--- src/rtl/turn_signal_ctrl.sv ---
// Turn-signal / hazard controller: level stalk and hazard modes, comfort-tap blinking,
// programmable cadence and a registered click pulse on every lamp toggle.
module turn_signal_ctrl #(
    parameter int unsigned BLINK_HALF = 25_000_000,
    parameter int unsigned TAP_BLINKS = 3,
    parameter int unsigned CNT_W      = $clog2(BLINK_HALF),
    parameter int unsigned TAP_W      = $clog2(TAP_BLINKS + 1)
) (
    input  logic       clk,
    input  logic       rst,
    input  logic       left,
    input  logic       right,
    input  logic       hazard,
    input  logic       tap_left,
    input  logic       tap_right,
    output logic       left_lamp,
    output logic       right_lamp,
    output logic       click,
    output logic [2:0] mode
);

    typedef enum logic [2:0] {
        StIdle   = 3'd0,
        StLeft   = 3'd1,
        StRight  = 3'd2,
        StHazard = 3'd3,
        StTapL   = 3'd5,
        StTapR   = 3'd6
    } state_e;

    localparam logic [CNT_W-1:0] CntLast = CNT_W'(BLINK_HALF - 1);
    localparam logic [TAP_W-1:0] BcntEnd = TAP_W'(TAP_BLINKS);

    state_e           state_q, state_d;
    logic [CNT_W-1:0] cnt_q, cnt_d;
    logic [TAP_W-1:0] bcnt_q, bcnt_d;
    logic             phase_q, phase_d;
    logic             left_lamp_q, left_lamp_d;
    logic             right_lamp_q, right_lamp_d;
    logic             click_q, click_d;

    logic             rearm;
    logic             restart;
    logic             toggle;
    logic             in_tap;
    logic             idle_q;

    assign idle_q = (state_q == StIdle);
    assign in_tap = (state_q == StTapL) || (state_q == StTapR);

    always_comb begin
        state_d      = state_q;
        rearm        = 1'b0;
        restart      = 1'b0;
        toggle       = 1'b0;
        cnt_d        = '0;
        phase_d      = 1'b0;
        bcnt_d       = '0;
        left_lamp_d  = 1'b0;
        right_lamp_d = 1'b0;
        click_d      = 1'b0;

        // Mode selection, highest priority first.
        if (hazard) begin
            state_d = StHazard;
        end else if (left && right) begin
            state_d = StIdle;
        end else if (left) begin
            state_d = StLeft;
        end else if (right) begin
            state_d = StRight;
        end else if (tap_left && !tap_right && (idle_q || in_tap)) begin
            state_d = StTapL;
            rearm   = 1'b1;
        end else if (tap_right && !tap_left && (idle_q || in_tap)) begin
            state_d = StTapR;
            rearm   = 1'b1;
        end else if (!idle_q && !in_tap) begin
            state_d = StIdle;
        end

        restart = (state_d != StIdle) && ((state_d != state_q) || rearm);

        if (restart) begin
            phase_d = 1'b1;
        end else if (state_d != StIdle) begin
            cnt_d   = cnt_q + 1'b1;
            phase_d = phase_q;
            bcnt_d  = bcnt_q;
            if (cnt_q == CntLast) begin
                cnt_d   = '0;
                phase_d = ~phase_q;
                toggle  = 1'b1;
                if (in_tap && phase_q) begin
                    bcnt_d = bcnt_q + 1'b1;
                    // Last lamp-on period done: drop straight to idle, lamps dark.
                    if (bcnt_d == BcntEnd) begin
                        state_d = StIdle;
                        cnt_d   = '0;
                        phase_d = 1'b0;
                        bcnt_d  = '0;
                        toggle  = 1'b0;
                    end
                end
            end
        end

        left_lamp_d  = phase_d &&
                       ((state_d == StLeft) || (state_d == StTapL) || (state_d == StHazard));
        right_lamp_d = phase_d &&
                       ((state_d == StRight) || (state_d == StTapR) || (state_d == StHazard));

        // Exits to idle only ever turn lamps off, so they never raise click.
        click_d = toggle || (left_lamp_d && !left_lamp_q) || (right_lamp_d && !right_lamp_q);
    end

    always_ff @(posedge clk or negedge rst) begin
        if (!rst) begin
            state_q      <= StIdle;
            cnt_q        <= '0;
            phase_q      <= 1'b0;
            bcnt_q       <= '0;
            left_lamp_q  <= 1'b0;
            right_lamp_q <= 1'b0;
            click_q      <= 1'b0;
        end else begin
            state_q      <= state_d;
            cnt_q        <= cnt_d;
            phase_q      <= phase_d;
            bcnt_q       <= bcnt_d;
            left_lamp_q  <= left_lamp_d;
            right_lamp_q <= right_lamp_d;
            click_q      <= click_d;
        end
    end

    assign left_lamp  = left_lamp_q;
    assign right_lamp = right_lamp_q;
    assign click      = click_q;
    assign mode       = state_q;

endmodule

--- config.mk ---
export PLATFORM = sky130hd
export DESIGN_NAME = turn_signal_ctrl
export DESIGN_NICKNAME = d
export VERILOG_FILES = /design/src/rtl/turn_signal_ctrl.sv
export SDC_FILE = /design/constraint.sdc
export NUM_CORES = 1
export LEC_CHECK = 0
export CAP_MARGIN = 20
export CELL_PAD_IN_SITES_DETAIL_PLACEMENT = 0
export CELL_PAD_IN_SITES_GLOBAL_PLACEMENT = 2
export CORE_MARGIN = 2
export CORE_UTILIZATION = 40
export CTS_BUF_LIST = sky130_fd_sc_hd__clkbuf_2
export DETAILED_ROUTE_END_ITERATION = 8
export GPL_TIMING_DRIVEN = 0
export HOLD_SLACK_MARGIN = 0.12
export PLACE_DENSITY_LB_ADDON = 0.3
export SKIP_CTS_REPAIR_TIMING = 1
export SLEW_MARGIN = 20
export SYNTH_ARGS = -nofsm -noshare
export SYNTH_HDL_FRONTEND = slang
export SYNTH_SLANG_ARGS = --single-unit
--- constraint.sdc ---
create_clock -name clk -period 2.1 [get_ports clk]
set_input_delay 0.42 -clock clk [delete_from_list [all_inputs] [get_ports clk]]
set_output_delay 0.42 -clock clk [all_outputs]
set_load 0.01 [all_outputs]
After elaboration in Yosys (flattened, before gate mapping)
Index checks and enable logic that the tools add are counted.

word-level totals
  word-level logic and storage cells = 88
  input bits = 7
  register bits after elaboration = 34

cells by class
  bitwise gates (word level) = 1
  reductions and logical operators = 30
  mux-type cells = 36
  add/subtract/negate cells = 2
  equal/unequal tests = 12

operators with widths
  cell                                                   count
  2-to-1 mux 25 bit                                      3
  2-to-1 mux 3 bit                                       12
  adder 25 x 1 -> 25 bit, second input constant          1
  == test 25 bit, second input constant                  1
  2-to-1 mux 1 bit                                       16
  == test 3 bit, second input constant                   4
  logical AND 1 bit                                      12
  2-to-1 mux 2 bit                                       5
  logical OR 1 bit                                       9
  == test 3 x 2 -> 1 bit, second input constant          2
  zero test 1 bit                                        6
  inequality test 3 x 2 -> 1 bit, second input constant  2
  == test 3 x 1 -> 1 bit, second input constant          1
  zero test 3 bit                                        1
  inequality test 3 bit                                  1
  nonzero test 3 bit                                     1
  adder 2 x 1 -> 2 bit, second input constant            1
  == test 2 bit, second input constant                   1
  AND reduction 2 bit                                    1
  NOT 1 bit                                              1

Depth between registers and ports, before layout
Gate-level depths: netlist (run 1).

  depth in word-level cells = 23
  mapped depth = 8

Worst setup path after synthesis (run 1)
OpenSTA, ideal clock, no wires.

  path kind = register to register
  from = register state_q[2] (netlist: mode[2])
  to = register cnt_q[13]
  period minus slack after synthesis = 1.912 ns
  arrival = 1.790 ns
  library setup time = 0.123 ns
  data required time = 1.977 ns
  buffers on the path = 2
  cell stages (with the launch flop) = 9
  slack = 0.188 ns
  path through = dfrtp_1 -> buf_2 -> nor4b_1 -> a31o_1 -> a221oi_4 -> nand3b_1 -> nand4_4 -> buf_6 -> nor2_4

on the way
  word-level cells in the longest chain between the ends = 15
  elaborated cells between the ends (all ways) = 29

ends and longest elaborated chain
  what                    line  RTL
  start, declared         34    state_e state_q, state_d;
  start signal, assigned  119   state_q <= StIdle;
  start signal, assigned  127   state_q <= state_d;
  == test 3 bit           49    assign in_tap = (state_q == StTapL) || (state_q == StTapR);
  logical OR 1 bit        49
  zero test 1 bit         78    end else if (!idle_q && !in_tap) begin
  logical AND 1 bit       78
  2-to-1 mux 3 bit        78
  2-to-1 mux 3 bit        75    end else if (tap_right && !tap_left && (idle_q || in_tap)) begin
  2-to-1 mux 3 bit        72    end else if (tap_left && !tap_right && (idle_q || in_tap)) begin
  2-to-1 mux 3 bit        70    end else if (right) begin
  2-to-1 mux 3 bit        68    end else if (left) begin
  2-to-1 mux 3 bit        66    end else if (left && right) begin
  2-to-1 mux 3 bit        64    if (hazard) begin
  inequality test 3 bit   82    restart = (state_d != StIdle) && ((state_d != state_q) || rearm);
  logical OR 1 bit        82
  logical AND 1 bit       82
  2-to-1 mux 25 bit *     84    if (restart) begin
  named net cnt_d[13]     35    logic [CNT_W-1:0] cnt_q, cnt_d;
  end signal, assigned    128   cnt_q <= cnt_d;
  end, declared           35

Mark *: on every way through the listed nets, which the timed path passes. The rest lies on a longest branch.
A chain may end at the register's enable or synchronous reset.

Final worst setup path (run 1)
  from = input port right
  to = register cnt_q[6]

on the way
  word-level cells in the longest chain between the ends = 8
  elaborated cells between the ends (all ways) = 15

ends and longest elaborated chain
  what                   line  RTL
  start, declared        12    input logic right,
  2-to-1 mux 3 bit       70
  2-to-1 mux 3 bit       68
  2-to-1 mux 3 bit       66
  2-to-1 mux 3 bit       64
  inequality test 3 bit  82
  logical OR 1 bit       82
  logical AND 1 bit      82
  2-to-1 mux 25 bit *    84
  named net cnt_d[6]     35

Marked as above.

==> metrics.csv, run 1 <==
stage,metric,value,unit
global_routing,overflow,0,
synth,postSynth.asyncResetShare,1.00,
critical_path,end_kind,flip-flop,
route,drt_pre_antenna_iters,4,
run_status,outcome,finished clean,
power_and_ir_drop,p_leak,0.967,nW
critical_path,cp-start-kind,primary input,
synth,yosys_warnings,0,
clock_tree,cts_root_buf,clkbuf_2,
clock_tree,cts_buffers,5,
critical_path,path_class,in -> reg,
sta,finalSetupViolCount,0,
critical_path,arrival,2.36,ns
route,ant_nets,0,
die,die_width,75.5,um
global_routing,grt_usage,0.168,
layout,n_antenna_cell,0,
global_routing,antenna_found_initial,0,
synth,syn_nets,210,
sta,worstMarginPinSlew,0.577,ns
sta,maxSlewViolCount,0,
synth,synth_commonest_cells,"dfrtp_1 (34), nor2_1 (30), xor2_1 (18)",
sta,relSlewSlack,0.615,
power_and_ir_drop,power.density_cell_area,488,nW/um^2
synth,avgSynthCellArea,10.1,um^2
die,io_pins,13,
route,drc,0,
synth,synth_seq_cells,34,
sta,fin_skew,0.0198,ns
sta,max_freq,482,MHz
power_and_ir_drop,p_total,1.22,mW
layout,nets,242,
sta,finalSetupTns,0,ns
job,maxCapViolations,0,
synth,synth_edf_count,0,
sta,holdWs,0.464,ns
synth,synthFlopType,dfrtp_1,
critical_path,timing.critical_path.required,2.38,ns
clock_tree,clkSinkCount,34,
worst_hold_path,min_path_type,in -> async,
sta,period_minus_slack,2.07,ns
clock_tree,path_clk_slew,0.16,ns
critical_path,r2r_slack,0.05,ns
route,post_drt_wl_per_cell,14.5,um
route,drt_iter0_markers,81,
route,routed_wl,4420,um
clock_tree,clockBufferDepth,2,
critical_path,cp_max_fo,5,
placement,dpl_cell_area,2260,um^2
clock_tree,clk_latency,0.37,ns
synth,yosys.area.top_type,dfrtp_1,
synth,ys_seq_area_frac,0.417,
route,vias,1586,
die,rows,26,
die,die-area,5690,um^2
die,start_util,0.408,
placement,hpwlAfterDp,3180,um
die,chipHeight,75.5,um
die,core-area,5010,um^2
synth,synth_cell_types,47,
sta,fin_crit_sh,0.988,
route,vias_per_cell,5.20,
layout,layout-drive-gt1-share,0.260,
synth,synth_most_common_cell,dfrtp_1,
synth,netlist_area,2040,um^2
synth,synth_top_area_share,0.417,
placement,place.gp.congestion,0.849,
placement,io_buffers,11,
global_routing,grt_max_degree,24,
synth,synthTopCellsByArea,"dfrtp_1 (42%), xor2_1 (7.7%), nor2_1 (5.5%), nor2_4 (4.4%), nand3_1 (3.4%)",
synth,syn_inst,202,
layout,area_growth,22.7,%
layout,nFillCells,483,
clock_tree,htreeDepth,2,
power_and_ir_drop,ir_worst_vdd,0.322,mV
global_routing,grt_pass1_wl,7210,um
layout,finalInstanceArea,2510,um^2
global_routing,grt_pass1_vias,1483,
clock_tree,cts_tree,built,
sta,hold_viol_final,0,
==> sequential cells by signal, indices dropped and copies added, names as in the netlist <==
name	cells
mode	3
left_lamp	1
cnt_q	25
phase_q	1
click	1
bcnt_q	2
right_lamp	1
==> routing by layer <==
layer / track usage / up-vias / routed length, um
met1: 0.249 / 779 / 2200
met2: 0.250 / 22 / 2060
met3: 0.0357 / 7 / 109
li1: - / 778 / -
met5: 0 / - / 0
met4: 0.0468 / 0 / 53
==> power by group <==
group          switching, mW  internal (mW)
Combinational          0.139          0.117
Clock                  0.211         0.0711
Sequential            0.0134          0.672
==> final timing paths <==
check / end / cells after the start / start
max: cnt_q[6] / 8 / right
max reg2reg: mode[2] / 8 / mode[2]
min: cnt_q[14] / 2 / rst
min reg2reg: cnt_q[0] / 1 / cnt_q[0]
min in group clk: cnt_q[0] / 1 / cnt_q[0]
max in group asynchronous: cnt_q[6] / 3 / rst
==> final cells by class <==
cell class | instances | area [um^2] | area share
Sequential cell | 34 | 853 | 0.340
Timing Repair Buffer | 25 | 245 | 0.0979
Tap cell | 70 | 87.6 | 0.0349
Buffer | 6 | 58.8 | 0.0235
Clock inverter | 3 | 11.3 | 0.00449
Inverter | 4 | 15.0 | 0.00599
Clock buffer | 5 | 25.0 | 0.00999
Multi-Input combinational cell | 158 | 1210 | 0.483
==> critical path, stage by stage <==
cell             delay, ns
clkdlybuf4s50_1       0.57
nor2b_1               0.34
mux2i_1               0.12
o211ai_1              0.15
o211a_4               0.27
nand4_4               0.17
buf_6                 0.18
nor2_1                0.13
==> cell usage in the layout, fill, tap and decap left out, types with 3 or more instances in the layout <==
master and instances:
nor2b_1 4, a31oi_1 3, buf_4 11, xnor2_1 8, mux2i_1 3, nand2b_1 3, nor3_1 3, nor2_1 29
nand2_1 11, dfrtp_1 32, buf_6 4, o21ai_0 3, nand4_1 5, clkbuf_2 5, and3_1 3, nand3_1 12
clkdlybuf4s50_1 8, xor2_1 18, clkinv_1 3, inv_1 4, nor4b_2 6, nor2_4 9
==> through the flow <==
step                       util  setup slack, ns  cells
after detailed placement  0.452           -0.601    284
final                     0.500           0.0258    305
after global placement    0.447           -0.550    283
after CTS                 0.459           -0.176    292
after global routing      0.500          -0.0705    305
after floorplan               -            0.188    202
==> kinds of logic (layout without fill, tap and decap cells) <==
kind of cell               Yosys count  in the layout  share of synthesized area
adders and majority gates            1              1                    0.00613
and+or+nand+nor                    105            105                      0.328
xor gates and xnor gates            26             26                      0.112
DFF                                 34             34                      0.417
buffers and inverters               10             43                     0.0245
AOI/OAI and AO/OA                   22             22                     0.0937
muxes                                4              4                     0.0196
(Power assumes the default switching activity.)
==> inputs of run 2 (changes only) <==
MAX_ROUTING_LAYER = met4   (was unset)
==> run 2 against run 1 <==
  * Routed wire length increased by 1.5%
  * Sequential share of layout area is 0.085 points lower
  * Clock power is essentially flat
  * Non-clock buffer count fell by 1
  * Utilization grew 0.12 points
  * Largest power group unchanged
  * Sequential cell count stayed put
  * Critical path type unchanged
  * Maximum frequency rose by 1.4%
  * Sequential power about the same
  * Combinational power is 2% lower
  * Largest cell class unchanged
  * Register-to-register slack improved by 0.02 ns
  * Final cell count fell by 0.33%
==> metrics.csv, run 2 (synthesis gave the netlist of run 1 again) <==
stage,metric,value,unit
run_status,outcome,finished clean,
global_routing,grt_max_degree,24,
layout,regMostFlops,cnt_q,
route,post_drt_wl_per_cell,14.8,um
power_and_ir_drop,netSwitchingFraction,0.298,
critical_path,end_kind,flip-flop,
critical_path,path_class,in -> reg,
global_routing,grt_usage,0.173,
layout,n_antenna_cell,0,
layout,multiInputGateArea,1220,um^2
sta,finalSetupViolCount,0,
die,rows,26,
route,drt_iter0_markers,61,
sta,finalSetupTns,0,ns
route,vias,1599,
power_and_ir_drop,intPower,0.858,mW
route,drc,0,
layout,nets,241,
sta,max_freq,489,MHz
critical_path,cp_max_fo,5,
layout,mostFrequentLayoutCells,"dfrtp_1 (32), nor2_1 (28), xor2_1 (18), nand3_1 (12), nand2_1 (11)",
worst_hold_path,min_path_type,in -> async,
global_routing,grt_pass1_vias,1484,
critical_path,timing.critical_path.required,2.38,ns
layout,largest_reg_flops,25,
clock_tree,clk_latency,0.37,ns
clock_tree,path_clk_slew,0.16,ns
sta,maxSlewViolCount,0,
power_and_ir_drop,p_sw,0.365,mW
layout,area_growth,23.0,%
die,start_util,0.408,
global_routing,gr-max-usage-layer,met2,
sta,period_minus_slack,2.05,ns
layout,nFillCells,476,
layout,final_common_cell,dfrtp_1,
placement,dpl_cell_area,2260,um^2
clock_tree,cts_tree,built,
sta,relSlewSlack,0.597,
clock_tree,clockBufferDepth,2,
route,ant_nets,0,
layout,layout-drive-gt1-share,0.261,
die,die_width,75.5,um
route,routed_wl,4490,um
power_and_ir_drop,clkPwrFrac,0.232,
placement,hpwlAfterDp,3180,um
clock_tree,htreeDepth,2,
global_routing,grt_pass1_wl,7190,um
clock_tree,cts_buffers,5,
global_routing,use_met3,0.0357,
placement,pre_cts_ws,-0.601,ns
power_and_ir_drop,p_leak,0.964,nW
placement,io_buffers,11,
route,vias_per_cell,5.26,
power_and_ir_drop,ir_worst_vdd,0.325,mV
global_routing,grt_util_met2,0.250,
global_routing,overflow,0,
sta,finalWorstSetupSlack,0.0545,ns
die,die-area,5690,um^2
die,core-area,5010,um^2
route,drt_pre_antenna_iters,4,
job,maxCapViolations,0,
clock_tree,cts_root_buf,clkbuf_2,
sta,hold_viol_final,0,
sta,fin_skew,0.0217,ns
power_and_ir_drop,power.density_cell_area,487,nW/um^2
die,chipHeight,75.5,um
layout,finalInstanceArea,2510,um^2
sta,worstMarginPinSlew,0.603,ns
clock_tree,clkSinkCount,34,
die,io_pins,13,
global_routing,antenna_found_initial,0,
global_routing,use_met1,0.248,
power_and_ir_drop,combPwrFrac,0.206,
placement,place.gp.congestion,0.862,
critical_path,arrival,2.33,ns
sta,fin_crit_sh,0.974,
critical_path,cp-start-kind,primary input,
power_and_ir_drop,pwr-share-seq,0.562,
layout,regArea,853,um^2
==> run 2: worst paths after layout <==
kind / startpoint / endpoint / slack (ns) / cells after the start
worst min-delay path: rst / cnt_q[14] / 0.47 / 2
worst max register to register: mode[2] / cnt_q[6] / 0.07 / 8
min in group clk: cnt_q[0] / cnt_q[0] / 0.52 / 1
max in group asynchronous: rst / cnt_q[6] / 1.19 / 3
worst max-delay path: right / cnt_q[6] / 0.05 / 8
worst min register to register: cnt_q[0] / cnt_q[0] / 0.52 / 1
==> run 2: worst max-delay path: stages <==
cell and delay, ns:
clkdlybuf4s50_1 0.57, nor2b_1 0.34, mux2i_1 0.12, o211ai_1 0.15
o211a_4 0.26, nand4_4 0.13, buf_4 0.20, nor2_1 0.13
==> run 2: layout make-up <==
cell class / count / area share
Multi-Input combinational cell: 158 / 0.486
Clock inverter: 3 / 0.00448
Buffer: 6 / 0.0244
Timing Repair Buffer: 24 / 0.0946
Clock buffer: 5 / 0.00996
Inverter: 4 / 0.00598
Tap cell: 70 / 0.0349
Sequential cell: 34 / 0.340
==> run 2: layer usage <==
metal / up-vias / wire length, um
met2: 22 / 2110
met3: 10 / 95
met5: - / 0
met1: 790 / 2230
li1: 777 / -
met4: 0 / 59
==> run 2: power by group through the flow <==
stage,clock network (mW),registers (mW),logic (mW)
6_report,0.284,0.686,0.252
5_1_grt,0.329,0.690,0.274
4_1_cts,0.299,0.686,0.212
3_5_place_dp,0,0.698,0.211
3_3_place_gp,0,0.698,0.203
2_1_floorplan,0,0.701,0.121
==> run 2: stage by stage <==
stage | hold slack [ns] | instances | utilization | total power, mW
final | 0.465 | 304 | 0.501 | 1.22
after global routing | 0.475 | 304 | 0.501 | 1.29
after CTS | -0.0924 | 292 | 0.459 | 1.20
after detailed placement | 0.338 | 284 | 0.452 | 0.909
after global placement | 0.500 | 283 | 0.447 | 0.900
after floorplan | 0.124 | 202 | - | 0.821
==> inputs of run 3 (changes only) <==
CORE_UTILIZATION = 36   (was 40)
SKIP_CTS_REPAIR_TIMING = unset   (was 1)
SKIP_LAST_GASP = 1   (was unset)
clock period = 1.8 ns   (was 2.1 ns; I/O delays follow)
==> run 3 against run 2 <==
  * The flow now finishes with violations (setup timing)
  * Sequential power rose by 17%
  * Sequential share of layout area fell by 1.8 points
  * Clock power rose by 18%
  * Routed wire length rose by 2.3%
  * Largest power group unchanged
  * Die area rose by 11%
  * Highest routed layer unchanged
  * Sequential cell count did not move
==> metrics.csv, run 3 (synthesis gave the netlist of run 1 again) <==
stage,metric,value,unit
critical_path,r2r_slack,-0.11,ns
route,post_drt_wl_per_cell,14.6,um
clock_tree,cts_tree,built,
sta,worstMarginPinSlew,0.565,ns
route,drc,0,
placement,io_buffers,11,
global_routing,antenna_found_initial,0,
sta,fin_skew,0.0166,ns
die,io_pins,13,
power_and_ir_drop,p_leak,1.05,nW
clock_tree,clkSinkCount,34,
sta,period_minus_slack,1.91,ns
die,chipHeight,79.3,um
critical_path,critPathLaunch,mode[1],
critical_path,path_class,reg -> reg,
critical_path,cp_common_cell,nor2_2,
layout,largest_reg_flops,25,
critical_path,endpoint,cnt_q[0],
die,die_width,79.3,um
critical_path,slowest_delay,0.45,ns
critical_path,arrival,2.21,ns
clock_tree,clockBufferDepth,2,
critical_path,cp-start-kind,flip-flop,
global_routing,grt_pass1_vias,1649,
die,rows,27,
layout,area_growth,30.1,%
placement,pre_cts_ws,-0.790,ns
critical_path,end_kind,flip-flop,
sta,maxSlewViolCount,0,
route,routed_wl,4600,um
layout,regMostFlops,cnt_q,
critical_path,worstPathCellList,buf_4 -> and2_1 -> nor2_2 -> a31o_2 -> o211a_4 -> nand4_4 -> buf_12 -> nor2_2,
route,drt_pre_antenna_iters,4,
clock_tree,cts_root_buf,clkbuf_2,
sta,fin_crit_sh,1.06,
worst_hold_path,min_path_type,in -> async,
layout,layout-drive-gt1-share,0.360,
critical_path,cp_num_cells,8,
critical_path,r2r-end,cnt_q[0],
die,start_util,0.371,
clock_tree,path_clk_slew,0.18,ns
global_routing,grt_usage,0.166,
sta,holdWs,0.395,ns
layout,final_common_cell,dfrtp_1,
run_status,outcome,"finished, violations left",
critical_path,crit_slowest_cell,dfrtp_1,
run_status,failed_checks,setup timing,
sta,finalSetupViolCount,32,
clock_tree,clk_latency,0.36,ns
critical_path,regToRegStartpoint,mode[1],
sta,max_freq,523,MHz
die,die-area,6290,um^2
global_routing,grt_pass1_wl,7900,um
clock_tree,htreeDepth,2,
layout,finalInstanceArea,2660,um^2
route,drt_iter0_markers,71,
placement,dpl_cell_area,2300,um^2
sta,finalWorstSetupSlack,-0.113,ns
critical_path,worstRegToRegCells,8,
placement,hpwlAfterDp,3070,um
critical_path,crit_buf_inv,2,
sta,rsz0062_at_grt,true,
sta,hold_viol_final,0,
route,ant_nets,0,
layout,nets,250,
power_and_ir_drop,power.density_cell_area,548,nW/um^2
layout,n_antenna_cell,0,
global_routing,grt_max_degree,23,
global_routing,overflow,0,
critical_path,cp_max_fo,10,
sta,relSlewSlack,0.623,
critical_path,crit_family,simple AND/OR/NAND/NOR gates,
die,core-area,5510,um^2
sta,finalSetupTns,-2.19,ns
power_and_ir_drop,ir_worst_vdd,0.362,mV
route,vias_per_cell,5.07,
critical_path,timing.critical_path.required,2.10,ns
job,maxCapViolations,0,
route,vias,1592,
layout,mostFrequentLayoutCells,"dfrtp_1 (31), nor2_1 (22), buf_4 (17), xor2_1 (17)",
placement,place.gp.congestion,0.809,
clock_tree,cts_buffers,5,
## run 3: cell count changes in the layout (fill, tap and decap cells not counted), sizes merged
cell	delta
clkbuf	-1
dlygate4sd2	+2
dlymetal6s2s	+3
clkdlybuf4s50	-5
clkinv	-1
buf	+10
## run 3: layer usage
| metal | global-route usage | up-vias | wire [um] |
|---|---|---|---|
| met5 | - | - | 0 |
| met4 | 0.0466 | 0 | 25 |
| met3 | 0.0307 | 2 | 116 |
| met2 | 0.286 | 18 | 2420 |
| met1 | 0.199 | 781 | 2040 |
| li1 | - | 791 | - |
## run 3: final cells by class
type | instances | area, um^2
clock inverters | 2 | 10.0
repair buffers | 33 | 318
inverters | 4 | 15.0
multi-input cells | 158 | 1280
well taps | 72 | 90.1
clock buffers | 5 | 25.0
flip-flops and latches | 34 | 855
plain buffers | 6 | 65.1
fillers | 524 | 2850
## run 3: worst register-to-register path, stage by stage (launching register included)
cell     delay [ns]
dfrtp_1        0.45
buf_4          0.19
and2_1         0.16
nor2_2         0.15
a31o_2         0.20
o211a_4        0.23
nand4_4        0.18
buf_12         0.21
nor2_2         0.08
## run 3: repair_timing
| item | CTS | global route |
|---|---|---|
| cloned | 1 | 0 |
| hold buffers | 1 | 0 |
| pin swaps | 18 | 8 |
| buffers inserted | 16 | 3 |
| hold endpoints to repair | 12 | 0 |
| endpoints found under the setup margin | 34 | 37 |
| gates resized for setup | 25 | 20 |
## run 3: worst min-delay path by stage
stage / startpoint / end / depth (start not counted)
global route: rst / click / 2
CTS: rst / click / 2
detailed placement: rst / bcnt_q[0] / 1
finish: rst / click / 2
floorplan: rst / bcnt_q[0] / 0
global placement: cnt_q[0] / cnt_q[0] / 1
## run 3: where the power goes
group          total [mW]  leakage (nW)  switching [mW]  internal [mW]
Clock               0.335        0.0286           0.251         0.0843
Sequential          0.802         0.453          0.0176          0.784
Combinational       0.320         0.569           0.170          0.150
Total                1.46          1.05           0.438           1.02
## run 3: per-stage QoR
| stage | utilization | cells | total power, mW |
|---|---|---|---|
| global placement | 0.414 | 285 | 1.06 |
| detailed placement | 0.418 | 286 | 1.07 |
| global route | 0.482 | 314 | 1.54 |
| floorplan | - | 202 | 0.972 |
| CTS | 0.466 | 311 | 1.46 |
| finish | 0.482 | 314 | 1.46 |
